**config.mk**
```make
export PLATFORM = sky130hd
export DESIGN_NAME = mem_port_arbiter
export DESIGN_NICKNAME = d
export VERILOG_FILES = /design/src/rtl/mem_port_arbiter.sv
export SDC_FILE = /design/constraint.sdc
export NUM_CORES = 1
export LEC_CHECK = 0
export BUFFER_PORTS_ARGS = -buffer_cell sky130_fd_sc_hd__buf_2
export CORE_MARGIN = 5
export CORE_UTILIZATION = 40
export DETAILED_ROUTE_END_ITERATION = 6
export PLACE_DENSITY = 0.77
export SETUP_SLACK_MARGIN = 0.1
export SLEW_MARGIN = 15
export SYNTH_ARGS = -nofsm -noshare
export SYNTH_HDL_FRONTEND = slang
export SYNTH_SLANG_ARGS = --single-unit
```
**constraint.sdc**
```tcl
create_clock -name clk -period 2.1 [get_ports clk]
set_input_delay 0.315 -clock clk [delete_from_list [all_inputs] [get_ports clk]]
set_output_delay 0.315 -clock clk [all_outputs]
set_load 0.01 [all_outputs]
```
**src/rtl/mem_port_arbiter.sv**
```systemverilog
`default_nettype none
// ============================================================================
// Module   : mem_port_arbiter
// Brief    : Shares one single-port synchronous memory between two requesters.
//            Round-robin by default; define ARB_FIXED_PRIO_EN for fixed
//            priority (requester 0 wins every tie).
// Revision : 1.0 - initial release
// ============================================================================
module mem_port_arbiter #(
    parameter int ADDR_W = 3,
    parameter int DATA_W = 8
) (
    input  logic              clk,
    input  logic              rst,
    input  logic              r0_req,
    input  logic              r0_wr,
    input  logic [ADDR_W-1:0] r0_addr,
    input  logic [DATA_W-1:0] r0_wdata,
    output logic              r0_gnt,
    output logic              r0_rvalid,
    input  logic              r1_req,
    input  logic              r1_wr,
    input  logic [ADDR_W-1:0] r1_addr,
    input  logic [DATA_W-1:0] r1_wdata,
    output logic              r1_gnt,
    output logic              r1_rvalid,
    output logic [DATA_W-1:0] rdata,
    output logic              mem_en,
    output logic              mem_wr,
    output logic [ADDR_W-1:0] mem_addr,
    output logic [DATA_W-1:0] mem_wdata,
    input  logic [DATA_W-1:0] mem_rdata,
    output logic              busy
);

    typedef enum logic [1:0] {
        S_IDLE  = 2'd0,
        S_ISSUE = 2'd1,
        S_RDRET = 2'd2
    } state_t;

    state_t            r_state;
    logic              r_win;
    logic              r_r0_gnt;
    logic              r_r1_gnt;
    logic              r_r0_rvalid;
    logic              r_r1_rvalid;
    logic              r_mem_en;
    logic              r_mem_wr;
    logic [ADDR_W-1:0] r_mem_addr;
    logic [DATA_W-1:0] r_mem_wdata;
    logic              r_busy;

    logic              w_any_req;
    logic              w_win;
    logic              w_sel_wr;
    logic [ADDR_W-1:0] w_sel_addr;
    logic [DATA_W-1:0] w_sel_wdata;

    assign w_any_req = r0_req | r1_req;

`ifdef ARB_FIXED_PRIO_EN
    assign w_win = ~r0_req;
`else
    // Requester that was not granted last wins a tie.
    logic r_last_gnt;
    assign w_win = (r0_req & r1_req) ? ~r_last_gnt : r1_req;
`endif

    assign w_sel_wr    = w_win ? r1_wr    : r0_wr;
    assign w_sel_addr  = w_win ? r1_addr  : r0_addr;
    assign w_sel_wdata = w_win ? r1_wdata : r0_wdata;

    always_ff @(posedge clk) begin
        if (rst) begin
            r_state     <= S_IDLE;
            r_win       <= 1'b0;
            r_r0_gnt    <= 1'b0;
            r_r1_gnt    <= 1'b0;
            r_r0_rvalid <= 1'b0;
            r_r1_rvalid <= 1'b0;
            r_mem_en    <= 1'b0;
            r_mem_wr    <= 1'b0;
            r_mem_addr  <= '0;
            r_mem_wdata <= '0;
            r_busy      <= 1'b0;
`ifndef ARB_FIXED_PRIO_EN
            r_last_gnt  <= 1'b1;
`endif
        end else begin
            r_r0_gnt    <= 1'b0;
            r_r1_gnt    <= 1'b0;
            r_r0_rvalid <= 1'b0;
            r_r1_rvalid <= 1'b0;
            r_mem_en    <= 1'b0;
            r_mem_wr    <= 1'b0;
            case (r_state)
                S_IDLE: begin
                    if (w_any_req) begin
                        // Command is captured here and held for the ISSUE cycle.
                        r_state     <= S_ISSUE;
                        r_busy      <= 1'b1;
                        r_win       <= w_win;
                        r_r0_gnt    <= ~w_win;
                        r_r1_gnt    <= w_win;
                        r_mem_en    <= 1'b1;
                        r_mem_wr    <= w_sel_wr;
                        r_mem_addr  <= w_sel_addr;
                        r_mem_wdata <= w_sel_wdata;
                    end
                end
                S_ISSUE: begin
`ifndef ARB_FIXED_PRIO_EN
                    r_last_gnt <= r_win;
`endif
                    if (r_mem_wr) begin
                        r_state <= S_IDLE;
                        r_busy  <= 1'b0;
                    end else begin
                        r_state     <= S_RDRET;
                        r_r0_rvalid <= ~r_win;
                        r_r1_rvalid <= r_win;
                    end
                end
                S_RDRET: begin
                    r_state <= S_IDLE;
                    r_busy  <= 1'b0;
                end
                default: begin
                    r_state <= S_IDLE;
                    r_busy  <= 1'b0;
                end
            endcase
        end
    end

    assign r0_gnt    = r_r0_gnt;
    assign r1_gnt    = r_r1_gnt;
    assign r0_rvalid = r_r0_rvalid;
    assign r1_rvalid = r_r1_rvalid;
    assign mem_en    = r_mem_en;
    assign mem_wr    = r_mem_wr;
    assign mem_addr  = r_mem_addr;
    assign mem_wdata = r_mem_wdata;
    assign busy      = r_busy;
    assign rdata     = mem_rdata;

endmodule
`default_nettype wire

```
Word level (Yosys, flattened, before mapping)
Index checks and enable logic that the tools add are counted.
- memories kept: 0
- memory bits (read-only): 0
- memory bits (writable): 0
- output and inout port bits: 26
- bits in latches: 0
- word-level logic and storage cells: 40
- input port bits: 36
- flip-flop bits (word level): 22
- add/sub/neg operators: 0
- order comparisons: 0
- multiplexer cells: 11
- multiply operators: 0
- div/mod/pow operators: 0
- equal/unequal tests: 3
- shifts and indexed selects: 0
- bitwise operators: 8
- reductions and logical operators: 6
- operators with widths (operator ; count):
    2-to-1 mux 8 bit ; 1
    NOT 1 bit ; 6
    OR reduction 3 bit ; 2
    2-to-1 mux 1 bit ; 5
    2-to-1 mux 2 bit ; 2
    inequality test 2 bit, second input constant ; 2
    one-hot mux 2 bit (2 select lines) ; 1
    AND reduction 2 bit ; 2
    2-to-1 mux 3 bit ; 1
    == test 2 x 1 -> 1 bit, second input constant ; 1
    logical NOT 2 bit ; 1
    one-hot mux 1 bit (2 select lines) ; 1
    OR reduction 2 bit ; 1
    AND 1 bit ; 1
    bitwise OR 1 bit ; 1

Longest topological paths before layout
- word-level depth: 3
- depth in mapped cells: 5
- mapped depth without buffers: 4

Worst setup path after synthesis
No wires, ideal clock.
- path type: register -> register
- start: register r_state[1]
- end: register r_mem_wdata[5] (netlist: mem_wdata[5])
- buffers on the path: 2
- setup time: 68 ps
- arrival: 1218 ps
- path slack: 814 ps
- cell stages (with the launch flop): 5
- required time: 2032 ps
- cell sequence: dfxtp_1 -> or4_4 -> buf_6 -> buf_6 -> o2bb2ai_2
- word-level cells in the longest chain between the ends: 2
- RTL lines (element ; RTL line ; text):
    start: declaration ; 42 ; state_t r_state;
    start signal: assignment ; 76 ; r_state <= S_IDLE;
    start signal: assignment ; 101 ; r_state <= S_ISSUE;
    start signal: assignment ; 117 ; r_state <= S_IDLE;
    logical NOT 2 bit ; 97 ; case (r_state)
    AND reduction 2 bit (no line) ; - ;
    end signal: assignment ; 109 ; r_mem_wdata <= w_sel_wdata;
    end: declaration ; 51 ; logic [DATA_W-1:0] r_mem_wdata;
Every way passes these cells.
A chain may end at the register's enable or synchronous reset.

Worst setup path in the final report
- start: register r_state[1]
- end: register r_r1_gnt (netlist: r1_gnt)
- word-level cells in the longest chain between the ends: 3
- RTL lines (element ; RTL line ; text):
    logical NOT 2 bit ; 97 ;
    NOT 1 bit (no line) ; - ;
    OR reduction 3 bit (no line) ; - ;
    end signal: assignment ; 105 ; r_r1_gnt <= w_win;
    end: declaration ; 45 ; logic r_r1_gnt;
Every way passes these cells.

==> qor.csv <==
stage,metric,value,unit
global_route,grt_use_total,11.77,%
layout,fin_nets,152,
sta,slew_violations,0,
yosys,synth_edf_count,0,
clock_network,cts_buffers,3,
clock_network,root_buffer,clkbuf_4,
floorplan,die_x,58.08,um
route,drtIter0Drc,3,
critical_path,required,2.36,ns
yosys,syn_nets,113,
layout,n_antenna_cell,0,
clock_network,ctsHoldBuffers,0,
worst_hold_path,hold_path_depth,2,
clock_network,clock_path_buffers,2,
power_and_ir_drop,power_density,830.9,nW/um^2
placed_design,gp_congestion,0.6679,
global_route,grt_pass1_wl,3098,um
sta,rsz0062_at_grt,no,
layout,nFillCells,224,
sta,worst_slew_pin_slew,0.6095,ns
layout,multi_input_area,379.1,um^2
sta,fin_tns_setup,0,ns
route,wl_per_cell,12.75,um
yosys,ys.flop_type,dfxtp_1,
yosys,yosys_warnings,0,
yosys,synth_cell_types,20,
route,drt_pass1_iterations,2,
worst_hold_path,hp-class,in2reg,
floorplan,core-area,2212,um^2
critical_path,crit_type,reg2reg,
yosys,synth.avg_cell_area,12.01,um^2
critical_path,rrSetupSlack,0.77,ns
clock_network,cts.clk_slew.worst_paths,0.12,ns
yosys,async_reset_ff_share,0,%
critical_path,crit_slowest_cell,or4_4,
layout,syn2layout_area_growth,24.49,%
clock_network,clock-sinks,22,
placed_design,io_buffers,45,
route,vias_per_cell,4.720,
global_route,grt_pass1_vias,757,
route,ant_nets,0,
clock_network,cts_max_level,1,
floorplan,io_pins,62,
placed_design,hpwlAfterDp,1420,um
global_route,grt_remaining_overflow,0,
critical_path,cp_cell_sequence,or4_4 -> inv_1 -> and2_1,
floorplan,die_height,58.08,um
route,drc_errors,0,
yosys,synth_seq_cells,22,
critical_path,r2r_cells,3,
critical_path,start_kind,register,
sta,post-route-period-util,63.38,%
yosys,synth_area,924.6,um^2
sta,maxSlewHeadroom,59.37,%
critical_path,critPathBufInv,1,
critical_path,critical-path-top-delay-family,simple AND/OR/NAND/NOR gates,
sta,fmax,0.7513,GHz
layout,final-seq-area,440.4,um^2
critical_path,r2r-start,r_state[1]$_SDFFE_PP0P_,
clock_network,cts_resized,0,
sta,setup_viol,0,
flow_run,drv_cap,0,
floorplan,initial_core_util,41.80,%
sta,fin_crit,1.331,ns
layout,drive_above_1_share,51.30,%
power_and_ir_drop,p_leak,0.0005600,uW
global_route,grt_max_degree,16,
critical_path,reg2reg_to,r1_gnt$_SDFF_PP0_,
floorplan,num_rows,17,
clock_network,cts_setup_buffers,0,
sta,hold_viol,0,
sta,skew,0.002852,ns
critical_path,endpoint_kind,register,
power_and_ir_drop,total_power,956.4,uW
yosys,synth-seq-area-share,47.63,%
yosys,syn_inst,77,
global_route,antenna_found_initial,0,
critical_path,path_max_fanout,15,
worst_hold_path,holdCritStartpoint,rst,
route,num_vias,675,
status,status,finished clean,
route,routed_wl,1823,um
clock_network,cts_tree,built,
floorplan,die-area,3373,um^2
power_and_ir_drop,peakVddDrop,0.4321,mV
worst_hold_path,holdPathEnd,busy$_SDFFE_PP0P_,
critical_path,max_stage_delay,0.68,ns
critical_path,arrival,1.59,ns
clock_network,clk_latency,0.30,ns
==> cell usage in the layout, fill, tap and decap left out, drive strengths merged <==
cell type and n:
a2111oi 1, a21boi 1, a22o 1, and2 2, buf 46, bufinv 1
clkbuf 3, dfxtp 22, inv 3, mux2i 13, nand2 1, nand2b 2
nor2 3, nor2b 1, nor3 1, nor4b 1, o2bb2ai 11, o31a 1
or4 1
==> power breakdown <==
part | internal [uW] | switching, uW
sequential | 454 | 22.3
combinational | 80.9 | 81.8
clock | 193 | 124
==> state kept, by name, summed over array words and instances, names as in the netlist <==
register / cells
mem_wdata: 8
r_win: 1
r_last_gnt: 1
mem_en: 1
mem_wr: 1
r1_gnt: 1
r0_rvalid: 1
busy: 1
r0_gnt: 1
mem_addr: 3
r_state: 2
r1_rvalid: 1
==> area by class of cell <==
cell class | instances | area share [%]
Sequential cell | 22 | 38.26
Multi-Input combinational cell | 40 | 32.93
Timing Repair Buffer | 46 | 20.22
Tap cell | 28 | 3.043
Clock inverter | 1 | 2.609
Clock buffer | 3 | 1.957
Inverter | 3 | 0.9783
==> kinds of logic (layout without fill, tap and decap cells) <==
| family | Yosys count | count (layout) | share of synthesized area [%] |
|---|---|---|---|
| AOI/OAI and AO/OA | 15 | 15 | 19.22 |
| and+or+nand+nor | 12 | 12 | 7.712 |
| buffers and inverters | 15 | 53 | 11.37 |
| muxes | 13 | 13 | 14.07 |
| DFF | 22 | 22 | 47.63 |
==> Yosys cell counts (all sizes together) (2+ instances only) <==
cell type,n,share of area (%)
o2bb2ai,11,15
inv,3,1.2
buf,12,10
nor2,3,1.2
mux2i,13,14
and2,2,1.4
dfxtp,22,48
nand2b,2,1.4
==> metal layers <==
layer / share of wire (%) / vias to the layer above / GRT usage [%]
met4: 0 / 0 / 5.298
met3: 12 / 0 / 4.677
met5: 0 / - / 0
met2: 45 / 35 / 19.84
met1: 43 / 298 / 12.96
li1: - / 342 / -
==> how the worst max path moves through the flow <==
stage,startpoint,endpoint,depth (start not counted)
4_1_cts,r_state[1]$_SDFFE_PP0P_,r1_gnt$_SDFF_PP0_,3
2_1_floorplan,r_state[1]$_SDFFE_PP0P_,mem_wdata[5]$_SDFFE_PP0P_,4
5_1_grt,r_state[1]$_SDFFE_PP0P_,r1_gnt$_SDFF_PP0_,3
6_report,r_state[1]$_SDFFE_PP0P_,r1_gnt$_SDFF_PP0_,3
3_5_place_dp,r1_req,r_win$_SDFFE_PP0P_,4
3_3_place_gp,r1_req,r_win$_SDFFE_PP0P_,4
==> stage by stage <==
stage               cells  util, %  worst slack (ns)  instance area [um^2]  hold WS (ns)
detailed placement    139    49.66            0.7262                  1099        0.4539
finish                143    52.04            0.7691                  1151        0.2233
global route          143    52.04            0.7077                  1151        0.2304
floorplan              77        -            0.8141                 924.6        0.4047
global placement      139    49.66            0.7380                  1099        0.4459
CTS                   143    52.04            0.7714                  1151        0.2115
(Power assumes the default switching activity.)
